===== config.mk =====
export PLATFORM = sky130hd
export DESIGN_NAME = serial_subtractor
export DESIGN_NICKNAME = d
export VERILOG_FILES = /design/src/rtl/serial_subtractor.sv
export SDC_FILE = /design/constraint.sdc
export NUM_CORES = 1
export LEC_CHECK = 0
export ABC_AREA = 0
export ABC_CLOCK_PERIOD_IN_PS = 3370
export BUFFER_PORTS_ARGS = -buffer_cell sky130_fd_sc_hd__buf_2
export CAP_MARGIN = 20
export CORE_ASPECT_RATIO = 2
export CORE_MARGIN = 3
export CORE_UTILIZATION = 35
export DETAILED_ROUTE_END_ITERATION = 10
export HOLD_SLACK_MARGIN = 0.03
export SLEW_MARGIN = 20
export SYNTH_ARGS = -nofsm -noshare
export SYNTH_HDL_FRONTEND = slang
export SYNTH_SLANG_ARGS = --single-unit

===== constraint.sdc =====
create_clock -name clk -period 3.37 [get_ports clk]
set_clock_uncertainty 0.2 [all_clocks]
set_input_delay 0.337 -clock clk [delete_from_list [all_inputs] [get_ports clk]]
set_output_delay 0.337 -clock clk [all_outputs]
set_load 0.02 [all_outputs]

===== src/rtl/serial_subtractor.sv =====
// serial_subtractor: computes diff = a - b - bin over WIDTH bits, DIGIT bits per
// clock, with the borrow carried between cycles in a register. A start/done
// handshake brackets each operation; results are held until the next completion.
// Optional status flags (ovf, neg) are compiled in when SERIAL_SUB_FLAGS_EN is defined.
module serial_subtractor #(
    parameter int WIDTH = 8,
    parameter int DIGIT = 1
) (
    input  logic             clk,
    input  logic             reset,
    input  logic             start,
    input  logic [WIDTH-1:0] a,
    input  logic [WIDTH-1:0] b,
    input  logic             bin,
    output logic             busy,
    output logic             done,
    output logic [WIDTH-1:0] diff,
    output logic             bout,
    output logic             zero
`ifdef SERIAL_SUB_FLAGS_EN
    ,
    output logic             ovf,
    output logic             neg
`endif
);

    localparam int N  = WIDTH / DIGIT;
    localparam int CW = (N > 1) ? $clog2(N) : 1;

    // DONE is a single non-busy cycle after the last digit; the done pulse and
    // result registers are written on the edge that leaves it, which lets a new
    // request be accepted on that same edge (one op every N+1 cycles).
    typedef enum logic [1:0] {
        S_IDLE = 2'd0,
        S_RUN  = 2'd1,
        S_DONE = 2'd2
    } state_t;

    state_t           state_q, state_d;
    logic [CW-1:0]    cnt_q, cnt_d;
    logic [WIDTH-1:0] a_q, a_d;
    logic [WIDTH-1:0] b_q, b_d;
    logic [WIDTH-1:0] res_q, res_d;
    logic             borrow_q, borrow_d;
    logic             done_q, done_d;
    logic [WIDTH-1:0] diff_q, diff_d;
    logic             bout_q, bout_d;
    logic             zero_q, zero_d;
`ifdef SERIAL_SUB_FLAGS_EN
    logic             ovf_q, ovf_d;
    logic             neg_q, neg_d;
`endif

    int               base;
    logic [DIGIT-1:0] a_sl;
    logic [DIGIT-1:0] b_sl;
    logic [DIGIT:0]   slice;

    // Current digit: subtract with one extra bit so the MSB is the borrow out.
    always_comb begin
        base  = int'(cnt_q) * DIGIT;
        a_sl  = a_q[base +: DIGIT];
        b_sl  = b_q[base +: DIGIT];
        slice = {1'b0, a_sl} - {1'b0, b_sl} - (DIGIT + 1)'(borrow_q);
    end

    // Next-state, datapath update and result capture.
    always_comb begin
        state_d  = state_q;
        cnt_d    = cnt_q;
        a_d      = a_q;
        b_d      = b_q;
        res_d    = res_q;
        borrow_d = borrow_q;
        done_d   = 1'b0;
        diff_d   = diff_q;
        bout_d   = bout_q;
        zero_d   = zero_q;
`ifdef SERIAL_SUB_FLAGS_EN
        ovf_d    = ovf_q;
        neg_d    = neg_q;
`endif
        case (state_q)
            S_IDLE: begin
                state_d = S_IDLE;
            end
            S_RUN: begin
                res_d[base +: DIGIT] = slice[DIGIT-1:0];
                borrow_d             = slice[DIGIT];
                if (cnt_q == CW'(N - 1)) begin
                    cnt_d   = '0;
                    state_d = S_DONE;
                end else begin
                    cnt_d = cnt_q + 1'b1;
                end
            end
            S_DONE: begin
                // res_q and borrow_q are final here; publish them all at once.
                done_d  = 1'b1;
                diff_d  = res_q;
                bout_d  = borrow_q;
                zero_d  = (res_q == '0);
`ifdef SERIAL_SUB_FLAGS_EN
                ovf_d   = (a_q[WIDTH-1] != b_q[WIDTH-1]) && (res_q[WIDTH-1] != a_q[WIDTH-1]);
                neg_d   = res_q[WIDTH-1];
`endif
                state_d = S_IDLE;
            end
            default: begin
                state_d = S_IDLE;
            end
        endcase
        // Requests are only honoured when not busy; operands latch here so the
        // input buses are free to change during the run.
        if (start && (state_q != S_RUN)) begin
            a_d      = a;
            b_d      = b;
            borrow_d = bin;
            cnt_d    = '0;
            state_d  = S_RUN;
        end
    end

    // State and datapath registers; reset aborts any operation in flight.
    always_ff @(posedge clk) begin
        if (reset) begin
            state_q  <= S_IDLE;
            cnt_q    <= '0;
            a_q      <= '0;
            b_q      <= '0;
            res_q    <= '0;
            borrow_q <= 1'b0;
            done_q   <= 1'b0;
            diff_q   <= '0;
            bout_q   <= 1'b0;
            zero_q   <= 1'b1;
`ifdef SERIAL_SUB_FLAGS_EN
            ovf_q    <= 1'b0;
            neg_q    <= 1'b0;
`endif
        end else begin
            state_q  <= state_d;
            cnt_q    <= cnt_d;
            a_q      <= a_d;
            b_q      <= b_d;
            res_q    <= res_d;
            borrow_q <= borrow_d;
            done_q   <= done_d;
            diff_q   <= diff_d;
            bout_q   <= bout_d;
            zero_q   <= zero_d;
`ifdef SERIAL_SUB_FLAGS_EN
            ovf_q    <= ovf_d;
            neg_q    <= neg_d;
`endif
        end
    end

    assign busy = (state_q == S_RUN);
    assign done = done_q;
    assign diff = diff_q;
    assign bout = bout_q;
    assign zero = zero_q;
`ifdef SERIAL_SUB_FLAGS_EN
    assign ovf  = ovf_q;
    assign neg  = neg_q;
`endif

endmodule

* Word-level counts from Yosys, hierarchy flattened
Cells that the tools add are included.
** Operators by class
- Mux-type cells :: 8
- Eq/ne operators :: 5
- $lt $le $gt $ge :: 0
- Add/subtract/negate cells :: 4
- Reductions and logical operators :: 5
- Shift operators :: 4
- Bitwise gates (word level) :: 1
- Divide/modulo/power cells :: 0
- $mul :: 0
** Operators by type and width (count)
- $neg A3 Y33 :: 1
- $shift A1 B33 Y8 const A :: 1
- $shiftx A1 B33 Y8 :: 1
- $shiftx A8 B4 Y1 :: 2
- $bwmux W8 :: 1
- $logic_not A8 Y1 :: 1
- $mux W1 :: 6
- $add A3 B1 Y3 const B :: 1
- $eq A3 B3 Y1 const B :: 1
- $mux W3 :: 1
- $ne A3 B1 Y1 const B :: 1
- $reduce_or A3 Y1 :: 1
- $eq A2 B1 Y1 const B :: 1
- $eq A2 B2 Y1 const B :: 1
- $ne A2 B1 Y1 const B :: 1
- $reduce_bool A2 Y1 :: 1
- $reduce_or A2 Y1 :: 1
- $sub A1 B1 Y2 :: 1
- $sub A2 B1 Y2 :: 1
- $logic_and A1 B1 Y1 :: 1
- $not A1 Y1 :: 1
** Word-level totals
- Flip-flop bits (word level) :: 41
- Memories kept :: 0
- ROM bits :: 0
- Memory bits (writable) :: 0
- Word-level logic and storage cells :: 38
- Output and inout port bits :: 12
- Bits of input ports :: 20
- Bits in latches :: 0

* Depth between registers and ports, before layout
Gate-level depths: netlist of run 1.
- Depth in word-level cells :: 5
- Mapped depth :: 8
- Gate-level depth less buffers :: 7

* Least setup slack after synthesis of run 1
Ideal clock, no wire load.
- Path type :: register to register
- From :: register cnt_q[1]
- To :: register res_q[7]
- Cell stages (with the launch flop) :: 8
- Path slack :: 813 ps
- Path buffers :: 1
- Required time :: 3111 ps
- Arrival :: 2298 ps
- Library setup time :: 59 ps
- Period minus slack after synthesis :: 2557 ps
- Cell sequence :: dfxtp_1 buf_4 mux4_2 mux2i_1 fa_1 nor3_1 nor3b_1 mux2_1
** Between the ends
- Cells in the longest elaborated chain, start to end :: 5
** Ends and longest elaborated chain
- from (decl) :: line 40 : logic [CW-1:0] cnt_q, cnt_d;
- from (signal assigned) :: line 143 : cnt_q <= cnt_d;
- $shiftx A8 B4 Y1 (on tied branches) :: line 62, 63
- $sub A1 B1 Y2 :: line 64 : slice = {1'b0, a_sl} - {1'b0, b_sl} - (DIGIT + 1)'(borrow_q);
- $sub A2 B1 Y2 :: line 64
- $shiftx A1 B33 Y8 :: line 88 : res_d[base +: DIGIT] = slice[DIGIT-1:0];
- $bwmux W8 * :: line 88
- to (signal assigned) :: line 146 : res_q <= res_d;
- to (decl) :: line 43 : logic [WIDTH-1:0] res_q, res_d;
Every way passes the cells marked *; elsewhere a longest branch is shown, timed or not.
A chain may end at the register's enable or synchronous reset.

* Final worst setup path of run 1
- From :: register cnt_q[2]
- To :: register res_q[3]
The elaborated chain is that of the path after synthesis.

==> flow_summary_export.csv, run 1 <==
group,metric,value,unit
outcome,outcome,"complete, no violations",
worst_setup_path,critical_path_arrival,2.95,ns
clock_network,htreeDepth,2,
clock_network,cts.clk_slew.worst_paths,0.08,ns
worst_setup_path,cp-startpoint,"cnt_q[2]",
floorplan,die_height,113,µm
global_routing,grt_pass1_wl,7.21,mm
sta,minimum_period_implied_by_the_final_worst_setup_slack,2.91,ns
sta,maxClockFrequency,0.343,GHz
power,clkPwrFrac,39.3,%
detailed_routing,post-route-drc-count,0,
place,place_ws,0.509,ns
detailed_routing,vias,1537,
sta,tightest_slew,0.745,ns
detailed_routing,via_cell_ratio,5.19,
clock_network,tritoncts_clock_tree,"yes",
worst_setup_path,cp_cell_sequence,"mux4_2 -> mux2i_1 -> fa_1 -> nor3_1 -> nor3b_1 -> mux2_1",
worst_setup_path,critical-path-top-delay-family,"multiplexers",
sta,tns,0,ns
clock_network,postCtsHoldBufs,0,
worst_setup_path,critPathMaxStageDelay,0.64,ns
flow_run,drv_cap,0,
detailed_routing,drt_pre_antenna_iters,4,
worst_setup_path,critical_path_class,"reg2reg",
floorplan,die_w,59.3,µm
worst_setup_path,cp_max_fo,11,
detailed_routing,avgRoutedWirePerCell,14.5,µm
worst_setup_path,timing.rr.end,"res_q[3]",
power,netSwitchingPower,0.000247,W
sta,slew_headroom,50.3,%
worst_setup_path,critical_path.endpoint,"res_q[3]",
synthesis,syn_avg_cell_area,9.35,µm²
floorplan,fp.dieArea,0.00668,mm²
synthesis,syn_inst,213,
synthesis,postSynthNetCount,241,
sta,maxSlewViolCount,0,
cells_and_area,antenna_cells,0,
global_routing,grt_antenna_before_repair,0,
synthesis,ys_dominant_reg_cell,"sky130_fd_sc_hd__dfxtp_1",
cells_and_area,sequential_cell_area,821,µm²
cells_and_area,multi_input_area,0.00103,mm²
place,gp_congestion,0.858,
sta,finalWorstSetupSlack,0.458,ns
synthesis,synth.top_cells.by_area,"sky130_fd_sc_hd__dfxtp_1 41%, sky130_fd_sc_hd__a21oi_1 7.5%, sky130_fd_sc_hd__nand3_1 5.3%, sky130_fd_sc_hd__mux4_2 4.5%, sky130_fd_sc_hd__nand2_1 4.5%",
clock_network,clockBufferDepth,2,
synthesis,flip_flop_and_latch_count_after_synthesis,41,
power,seqPwrFrac,49.5,%
min_path,min_path_type,"in2reg",
worst_setup_path,critPathLaunchType,"register",
floorplan,number_of_cell_rows,38,
worst_setup_path,r2r.worst_path.cells,6,
power,p_sw_share,23.9,%
cells_and_area,postLayoutCoreUtil,40.9,%
power,p_int,0.000789,W
sta,timing.final.hold_violations,0,
detailed_routing,drt_wl_total,4.29,mm
floorplan,io-pin-count,32,
power,combinationalPowerShare,11.3,%
synthesis,post-synth-top-area-cell,"sky130_fd_sc_hd__dfxtp_1",
synthesis,synth_largest_type_area_fraction,41.2,%
cells_and_area,layout.nets,263,
sta,min_period_over_period,86.4,%
cells_and_area,fill_cells,576,
worst_setup_path,r2r-start,"cnt_q[2]",
global_routing,grt_use_total,13.9,%
cells_and_area,syn2layout_area_growth,12.4,%
clock_network,cts-resized-gates,0,
power,total_leakage_power,0.867,nW
floorplan,core-area,0.00547,mm²
synthesis,synth_commonest_cells,"41 x sky130_fd_sc_hd__dfxtp_1, 30 x sky130_fd_sc_hd__a21oi_1, 24 x sky130_fd_sc_hd__nand2_1",
power,p_total,0.00104,W
synthesis,synth.most_common_cell,"sky130_fd_sc_hd__dfxtp_1",
synthesis,synth-async-reset-ratio,0,%
sta,setup_viol,0,
clock_network,clock_buffer_count_from_cts,5,
clock_network,clk_latency,0.29,ns
worst_setup_path,critical_path.n_buffers_inverters,0,
place,port-buffer-count,31,
global_routing,grt_max_degree,44,
power,power_per_cell_area,463,mW/mm²
synthesis,synth-edff-count,0,
detailed_routing,drtIter0Drc,35,
worst_setup_path,max_stage_delay_cell_worst_path,"sky130_fd_sc_hd__dfxtp_1",
floorplan,initial_utilization,36.4,%
synthesis,yosysWarningCount,0,
power,vdd.ir_drop.worst,331,µV
worst_setup_path,cp.depth,6,
global_routing,first_global_vias,1474,
synthesis,synth_area,0.00199,mm²
synthesis,synth.distinct_cells,36,
detailed_routing,route.antenna.remaining_nets,0,
worst_setup_path,rrSetupSlack,0.46,ns
clock_network,clk_root_buffer_cell,"sky130_fd_sc_hd__clkbuf_8",
worst_setup_path,end_kind,"register",
min_path,hold_depth,3,
worst_setup_path,worstPathRequired,3.41,ns
clock_network,postCtsSetupRepairBufs,0,
clock_network,numClockSinks,41,
sta,grt_setup_unrepaired,"false",
global_routing,globalRoute.totalOverflow,0,
cells_and_area,post_route_cells_drive_above_1_share,22.5,%
synthesis,seq_area_frac_synth,41.2,%
place,place_hpwl,3.12,mm
-- final cells by class --
class | count | share of cell area [%]
Clock buffer | 7 | 3.86
Timing Repair Buffer | 33 | 7.61
Sequential cell | 41 | 36.7
Tap cell | 60 | 3.36
Clock inverter | 1 | 1.34
Inverter | 6 | 1.12
Multi-Input combinational cell | 148 | 46.0
-- registers in the layout, summed over array words and instances, names as in the netlist --
signal / count
bout: 1
res_q: 8
b_q: 8
done: 1
borrow_q: 1
state_q: 2
cnt_q: 3
diff: 8
zero: 1
a_q: 8
-- cells in the final DEF, fill, tap and decap left out, types with 2 or more instances in the layout --
master,netlist,routed
sky130_fd_sc_hd__dfxtp_1,41,41
sky130_fd_sc_hd__buf_2,5,31
sky130_fd_sc_hd__a21oi_1,30,30
sky130_fd_sc_hd__nand2_1,24,24
sky130_fd_sc_hd__nand3_1,21,21
sky130_fd_sc_hd__o21ai_0,14,14
sky130_fd_sc_hd__mux2i_1,7,7
sky130_fd_sc_hd__nand2b_1,7,7
sky130_fd_sc_hd__ha_1,7,7
sky130_fd_sc_hd__clkbuf_8,0,6
sky130_fd_sc_hd__inv_1,5,5
sky130_fd_sc_hd__mux4_2,4,4
sky130_fd_sc_hd__nor4b_2,3,3
sky130_fd_sc_hd__nor2b_1,3,3
sky130_fd_sc_hd__nand4_1,3,3
sky130_fd_sc_hd__nor2_1,3,3
sky130_fd_sc_hd__o21ai_1,2,2
sky130_fd_sc_hd__nor4b_4,2,2
sky130_fd_sc_hd__nor3b_1,2,2
sky130_fd_sc_hd__mux2_1,2,2
sky130_fd_sc_hd__nor4_1,2,2
sky130_fd_sc_hd__buf_4,5,2
-- how the worst min path moves through the flow --
| stage | startpoint | endpoint | slack (ns) |
|---|---|---|---|
| finish | b[6] | b_q[6] | 0.08 |
| global route | a[0] | a_q[0] | 0.09 |
| CTS | b[3] | b_q[3] | 0.08 |
| detailed placement | diff[0] | diff[0] | 0.24 |
| global placement | diff[7] | diff[7] | 0.24 |
| floorplan | res_q[3] | diff[3] | 0.24 |
-- layer usage --
layer	global-route usage (%)	share of wire [%]
met5	0	0
met4	5.30	2.4
met3	2.76	3.3
met2	24.9	56
met1	15.3	38
-- power by group through the flow --
stage                     clock network [W]  registers [W]   logic, W
after floorplan                           0       0.000519  0.0000970
final                              0.000407       0.000513   0.000117
after global routing               0.000436       0.000514   0.000132
after CTS                          0.000418       0.000513   0.000119
after detailed placement                  0       0.000525   0.000119
after global placement                    0       0.000524   0.000118
-- cells by family after synthesis --
logic type	count (synthesis)	share of synthesized area, %
AO/OA/AOI/OAI	50	13.1
multiplexers	13	9.18
adder cells (fa/ha/maj)	8	5.41
AND/OR/NAND/NOR	77	24.0
buffers and inverters	24	7.04
flip-flops	41	41.2
-- through the flow --
| step | hold slack (ns) | area (µm²) | cells |
|---|---|---|---|
| final | 0.0848 | 2240 | 296 |
| after global routing | 0.0866 | 2240 | 296 |
| after CTS | 0.0808 | 2240 | 296 |
| after detailed placement | 0.243 | 2120 | 288 |
| after global placement | 0.239 | 2120 | 288 |
| after floorplan | 0.240 | 1990 | 213 |
-- tightest hold or removal path: stages --
cell                      delay (ns)
sky130_fd_sc_hd__buf_2          0.09
sky130_fd_sc_hd__nand3_1        0.05
sky130_fd_sc_hd__a21oi_1        0.05
No activity file was read; power rests on OpenSTA's default activity.
==> run 2, diff against run 1 <==
--- a/config.mk
+++ b/config.mk
@@ -8,7 +8,6 @@
 export ABC_AREA = 0
 export ABC_CLOCK_PERIOD_IN_PS = 3370
 export BUFFER_PORTS_ARGS = -buffer_cell sky130_fd_sc_hd__buf_2
-export CAP_MARGIN = 20
 export CORE_ASPECT_RATIO = 2
 export CORE_MARGIN = 3
 export CORE_UTILIZATION = 35
==> constraint.sdc (replaced) <==
create_clock -name clk -period 3.37 [get_ports clk]
set_clock_uncertainty 0.2 [all_clocks]
set_input_delay 0.1685 -clock clk [delete_from_list [all_inputs] [get_ports clk]]
set_output_delay 0.1685 -clock clk [all_outputs]
set_load 0.02 [all_outputs]
==> flow_summary_export.csv, run 2 (same netlist as run 1, synthesis figures left out) <==
group,metric,value,unit
place,place_hpwl,3.12,mm
sta,maxSlewViolCount,0,
power,power_per_cell_area,439,mW/mm²
cells_and_area,layout.nets,279,
place,place_ws,0.509,ns
floorplan,number_of_cell_rows,38,
floorplan,core-area,0.00547,mm²
place,placement.cell_area,0.00212,mm²
cells_and_area,most_common_library_cell_in_the_layout_ignoring_fill_and_taps,"sky130_fd_sc_hd__dfxtp_1",
detailed_routing,avgRoutedWirePerCell,14.3,µm
place,gp_congestion,0.858,
clock_network,postCtsHoldBufs,16,
min_path,min_path_type,"in2reg",
cells_and_area,antenna_cells,0,
sta,tns,0,ns
clock_network,postCtsSetupRepairBufs,0,
sta,finalWorstSetupSlack,0.469,ns
worst_setup_path,end_kind,"register",
worst_setup_path,critical_path_class,"reg2reg",
global_routing,globalRoute.totalOverflow,0,
sta,slew_headroom,49.4,%
global_routing,grt_max_degree,44,
sta,setup_viol,0,
clock_network,tritoncts_clock_tree,"yes",
sta,timing.final.hold_violations,0,
power,total_leakage_power,0.934,nW
cells_and_area,syn2layout_area_growth,20.4,%
worst_setup_path,r2r.worst_path.cells,6,
worst_setup_path,worstPathRequired,3.40,ns
clock_network,cts.clk_slew.worst_paths,0.08,ns
clock_network,cts-resized-gates,0,
sta,tightest_slew,0.759,ns
detailed_routing,drt_pre_antenna_iters,4,
cells_and_area,layout_common_cells,"41 x sky130_fd_sc_hd__dfxtp_1, 31 x sky130_fd_sc_hd__buf_2, 30 x sky130_fd_sc_hd__a21oi_1",
outcome,outcome,"complete, no violations",
clock_network,clk_latency,0.29,ns
place,port-buffer-count,31,
detailed_routing,drt_wl_total,4.47,mm
clock_network,clockBufferDepth,2,
detailed_routing,drtIter0Drc,37,
power,vdd.ir_drop.worst,332,µV
worst_setup_path,critPathLaunchType,"register",
flow_run,drv_cap,0,
worst_setup_path,cp_max_fo,11,
detailed_routing,route.antenna.remaining_nets,0,
clock_network,clk_root_buffer_cell,"sky130_fd_sc_hd__clkbuf_8",
floorplan,fp.dieArea,0.00668,mm²
global_routing,grt_antenna_before_repair,0,
floorplan,die_height,113,µm
min_path,hold_depth,3,
clock_network,htreeDepth,2,
sta,maxClockFrequency,0.345,GHz
floorplan,io-pin-count,32,
sta,hold_slack_final,0.0306,ns
floorplan,die_w,59.3,µm
cells_and_area,postLayoutCellArea,0.00240,mm²
global_routing,first_global_vias,1561,
sta,grt_setup_unrepaired,"false",
floorplan,initial_utilization,36.4,%
cells_and_area,post_route_cells_drive_above_1_share,21.0,%
global_routing,grt_pass1_wl,7.53,mm
detailed_routing,post-route-drc-count,0,
sta,minimum_period_implied_by_the_final_worst_setup_slack,2.90,ns
detailed_routing,vias,1601,
global_routing,grt_use_total,14.5,%
detailed_routing,via_cell_ratio,5.13,
sta,min_period_over_period,86.1,%
clock_network,clock_buffer_count_from_cts,5,
clock_network,numClockSinks,41,
worst_setup_path,critical_path_arrival,2.93,ns
run 2: cell count changes in the layout (fill, tap and decap cells not counted):
cell and change:
sky130_fd_sc_hd__dlygate4sd3_1 +16
run 2: final timing paths:
kind / from / endpoint / slack [ns]
min: bin / borrow_q / 0.03
max reg2reg: cnt_q[2] / res_q[3] / 0.47
max: cnt_q[2] / res_q[3] / 0.47
min reg2reg: diff[0] / diff[0] / 0.25
run 2: where the power goes:
| part | total [W] | switching (W) | internal, W |
|---|---|---|---|
| logic | 0.000132 | 0.0000724 | 0.0000592 |
| registers | 0.000513 | 0.0000126 | 0.000500 |
| clock network | 0.000408 | 0.000167 | 0.000242 |
run 2: through the flow:
step           cells  power [W]  utilization (%)
3_3_place_gp     288   0.000642             38.8
2_1_floorplan    213   0.000616                -
4_1_cts          312    0.00106             43.8
5_1_grt          312    0.00110             43.8
3_5_place_dp     288   0.000643             38.8
6_report         312    0.00105             43.8
run 2: routing by layer:
metal | part of all wire [%] | routed length (µm) | global-route usage [%] | vias up
met5 | 0 | 0 | 0 | -
met4 | 3.0 | 136 | 6.05 | 0
met3 | 2.7 | 122 | 2.76 | 10
met2 | 55 | 2480 | 25.9 | 31
met1 | 39 | 1740 | 15.9 | 729
li1 | - | - | - | 831
run 2: layout make-up:
class / instances / area [µm²]
Fill cell: 554 / 3070
Multi-Input combinational cell: 148 / 1030
Sequential cell: 41 / 821
Timing Repair Buffer: 49 / 330
Clock buffer: 7 / 86.3
Tap cell: 60 / 75.1
Clock inverter: 1 / 30.0
Inverter: 6 / 25.0
run 2: worst max-delay path: stages, from the launching register on:
cell                      delay, ns
sky130_fd_sc_hd__dfxtp_1       0.63
sky130_fd_sc_hd__mux4_2        0.56
sky130_fd_sc_hd__mux2i_1       0.19
sky130_fd_sc_hd__fa_1          0.49
sky130_fd_sc_hd__nor3_1        0.34
sky130_fd_sc_hd__nor3b_1       0.27
sky130_fd_sc_hd__mux2_1        0.17
==> run 3, diff against run 2 <==
--- a/config.mk
+++ b/config.mk
@@ -8,11 +8,15 @@
 export ABC_AREA = 0
 export ABC_CLOCK_PERIOD_IN_PS = 3370
 export BUFFER_PORTS_ARGS = -buffer_cell sky130_fd_sc_hd__buf_2
+export CELL_PAD_IN_SITES_DETAIL_PLACEMENT = 0
+export CELL_PAD_IN_SITES_GLOBAL_PLACEMENT = 1
 export CORE_ASPECT_RATIO = 2
 export CORE_MARGIN = 3
 export CORE_UTILIZATION = 35
 export DETAILED_ROUTE_END_ITERATION = 10
+export GPL_ROUTABILITY_DRIVEN = 0
 export HOLD_SLACK_MARGIN = 0.03
+export PLACE_DENSITY_LB_ADDON = 0.1
 export SLEW_MARGIN = 20
 export SYNTH_ARGS = -nofsm -noshare
 export SYNTH_HDL_FRONTEND = slang
==> flow_summary_export.csv, run 3 (same netlist as run 1, synthesis figures left out) <==
group,metric,value,unit
outcome,outcome,"complete, no violations",
place,port-buffer-count,31,
clock_network,clock_buffer_count_from_cts,5,
cells_and_area,layout.nets,278,
sta,setup_viol,0,
place,place_hpwl,3.39,mm
detailed_routing,drtIter0Drc,51,
sta,minimum_period_implied_by_the_final_worst_setup_slack,3.04,ns
clock_network,clockBufferDepth,2,
detailed_routing,drt_pre_antenna_iters,4,
floorplan,number_of_cell_rows,38,
sta,tns,0,ns
floorplan,initial_utilization,36.4,%
worst_setup_path,r2r-start,"cnt_q[1]",
global_routing,first_global_vias,1523,
floorplan,io-pin-count,32,
flow_run,drv_cap,0,
detailed_routing,total_length_of_routed_met3_wires,150,µm
global_routing,grt_antenna_before_repair,0,
detailed_routing,detailroute.wirelength.met2,2.70,mm
power,total_leakage_power,0.912,nW
power,power_per_cell_area,412,mW/mm²
detailed_routing,vias,1663,
sta,grt_setup_unrepaired,"false",
clock_network,htreeDepth,2,
worst_setup_path,end_kind,"register",
detailed_routing,maxUsedRoutingLayer,"met4",
min_path,hold_path_startpoint,"start",
cells_and_area,layout_common_cells,"41 x sky130_fd_sc_hd__dfxtp_1, 31 x sky130_fd_sc_hd__buf_2, 30 x sky130_fd_sc_hd__a21oi_1",
sta,tightest_slew,0.747,ns
cells_and_area,post_route_cells_drive_above_1_share,20.4,%
detailed_routing,via_cell_ratio,5.36,
clock_network,cts.clk_slew.worst_paths,0.08,ns
worst_setup_path,critical_path_arrival,3.08,ns
cells_and_area,most_common_library_cell_in_the_layout_ignoring_fill_and_taps,"sky130_fd_sc_hd__dfxtp_1",
global_routing,grt_use_total,15.4,%
clock_network,postCtsHoldBufs,17,
floorplan,core-area,0.00547,mm²
worst_setup_path,cp-startpoint,"cnt_q[1]",
clock_network,postCtsSetupRepairBufs,0,
worst_setup_path,cp_max_fo,13,
floorplan,die_height,113,µm
worst_setup_path,worstPathRequired,3.41,ns
detailed_routing,avgRoutedWirePerCell,15.1,µm
worst_setup_path,critical_path_class,"reg2reg",
clock_network,clk_latency,0.30,ns
sta,maxSlewViolCount,0,
worst_setup_path,critPathLaunchType,"register",
detailed_routing,post-route-drc-count,0,
detailed_routing,route.antenna.remaining_nets,0,
detailed_routing,met1_routed_length,1.71,mm
sta,slew_headroom,50.2,%
detailed_routing,drt_wl_total,4.68,mm
clock_network,clk_root_buffer_cell,"sky130_fd_sc_hd__clkbuf_8",
power,vdd.ir_drop.worst,280,µV
cells_and_area,syn2layout_area_growth,18.9,%
sta,timing.final.hold_violations,0,
min_path,min_path_type,"in2reg",
cells_and_area,antenna_cells,0,
cells_and_area,postLayoutCoreUtil,43.3,%
clock_network,cts-resized-gates,0,
sta,min_period_over_period,90.1,%
global_routing,grt_max_degree,44,
floorplan,fp.dieArea,0.00668,mm²
floorplan,die_w,59.3,µm
clock_network,numClockSinks,41,
global_routing,grt_pass1_wl,7.78,mm
clock_network,tritoncts_clock_tree,"yes",
global_routing,globalRoute.totalOverflow,0,
sta,maxClockFrequency,0.329,GHz
## run 3: cell count changes in the layout (fill, tap and decap cells not counted), sizes merged
cell,change
buf,-2
bufinv,-1
clkbuf,-1
clkinvlp,+1
dlygate4sd3,+1
## run 3: worst paths after layout
path	end	slack [ns]	depth (start not counted)
hold / removal	state_q[0]	0.09	3
setup / recovery	res_q[7]	0.33	6
hold reg to reg	diff[0]	0.25	2
setup reg to reg	res_q[7]	0.33	6
## run 3: through the flow
step / total power, W / setup WS (ns) / hold slack [ns] / instance area [µm²] / cells
2_1_floorplan: 0.000616 / 0.813 / 0.116 / 1990 / 213
3_3_place_gp: 0.000640 / 0.444 / 0.221 / 2110 / 286
3_5_place_dp: 0.000642 / 0.309 / 0.226 / 2110 / 286
4_1_cts: 0.000991 / 0.291 / 0.0866 / 2370 / 310
5_1_grt: 0.00102 / 0.0121 / 0.122 / 2370 / 310
6_report: 0.000974 / 0.334 / 0.0941 / 2370 / 310
## run 3: cell type report
cell class / instances / area (µm²)
Clock buffer: 6 / 82.6
Clock inverter: 1 / 7.51
Fill cell: 545 / 3100
Inverter: 6 / 25.0
Multi-Input combinational cell: 148 / 1030
Sequential cell: 41 / 821
Tap cell: 60 / 75.1
Timing Repair Buffer: 48 / 325
## run 3: critical path, stage by stage (launching register included)
cell and delay (ns):
sky130_fd_sc_hd__dfxtp_1 0.73, sky130_fd_sc_hd__mux4_2 0.58, sky130_fd_sc_hd__mux2i_1 0.17, sky130_fd_sc_hd__fa_1 0.48, sky130_fd_sc_hd__nor3_1 0.35, sky130_fd_sc_hd__nor3b_1 0.29
sky130_fd_sc_hd__mux2_1 0.18
## run 3: per-layer routing
layer,vias to the layer above,GRT usage [%]
li1,824,-
met3,10,2.76
met1,791,16.5
met4,0,6.66
met5,-,0
met2,38,28.0
## run 3: power breakdown
part	internal (W)	leakage (nW)	total, W	switching, W
clock	0.000162	0.0433	0.000331	0.000169
combinational	0.0000583	0.535	0.000126	0.0000674
sequential	0.000501	0.334	0.000518	0.0000175
total	0.000721	0.912	0.000974	0.000254
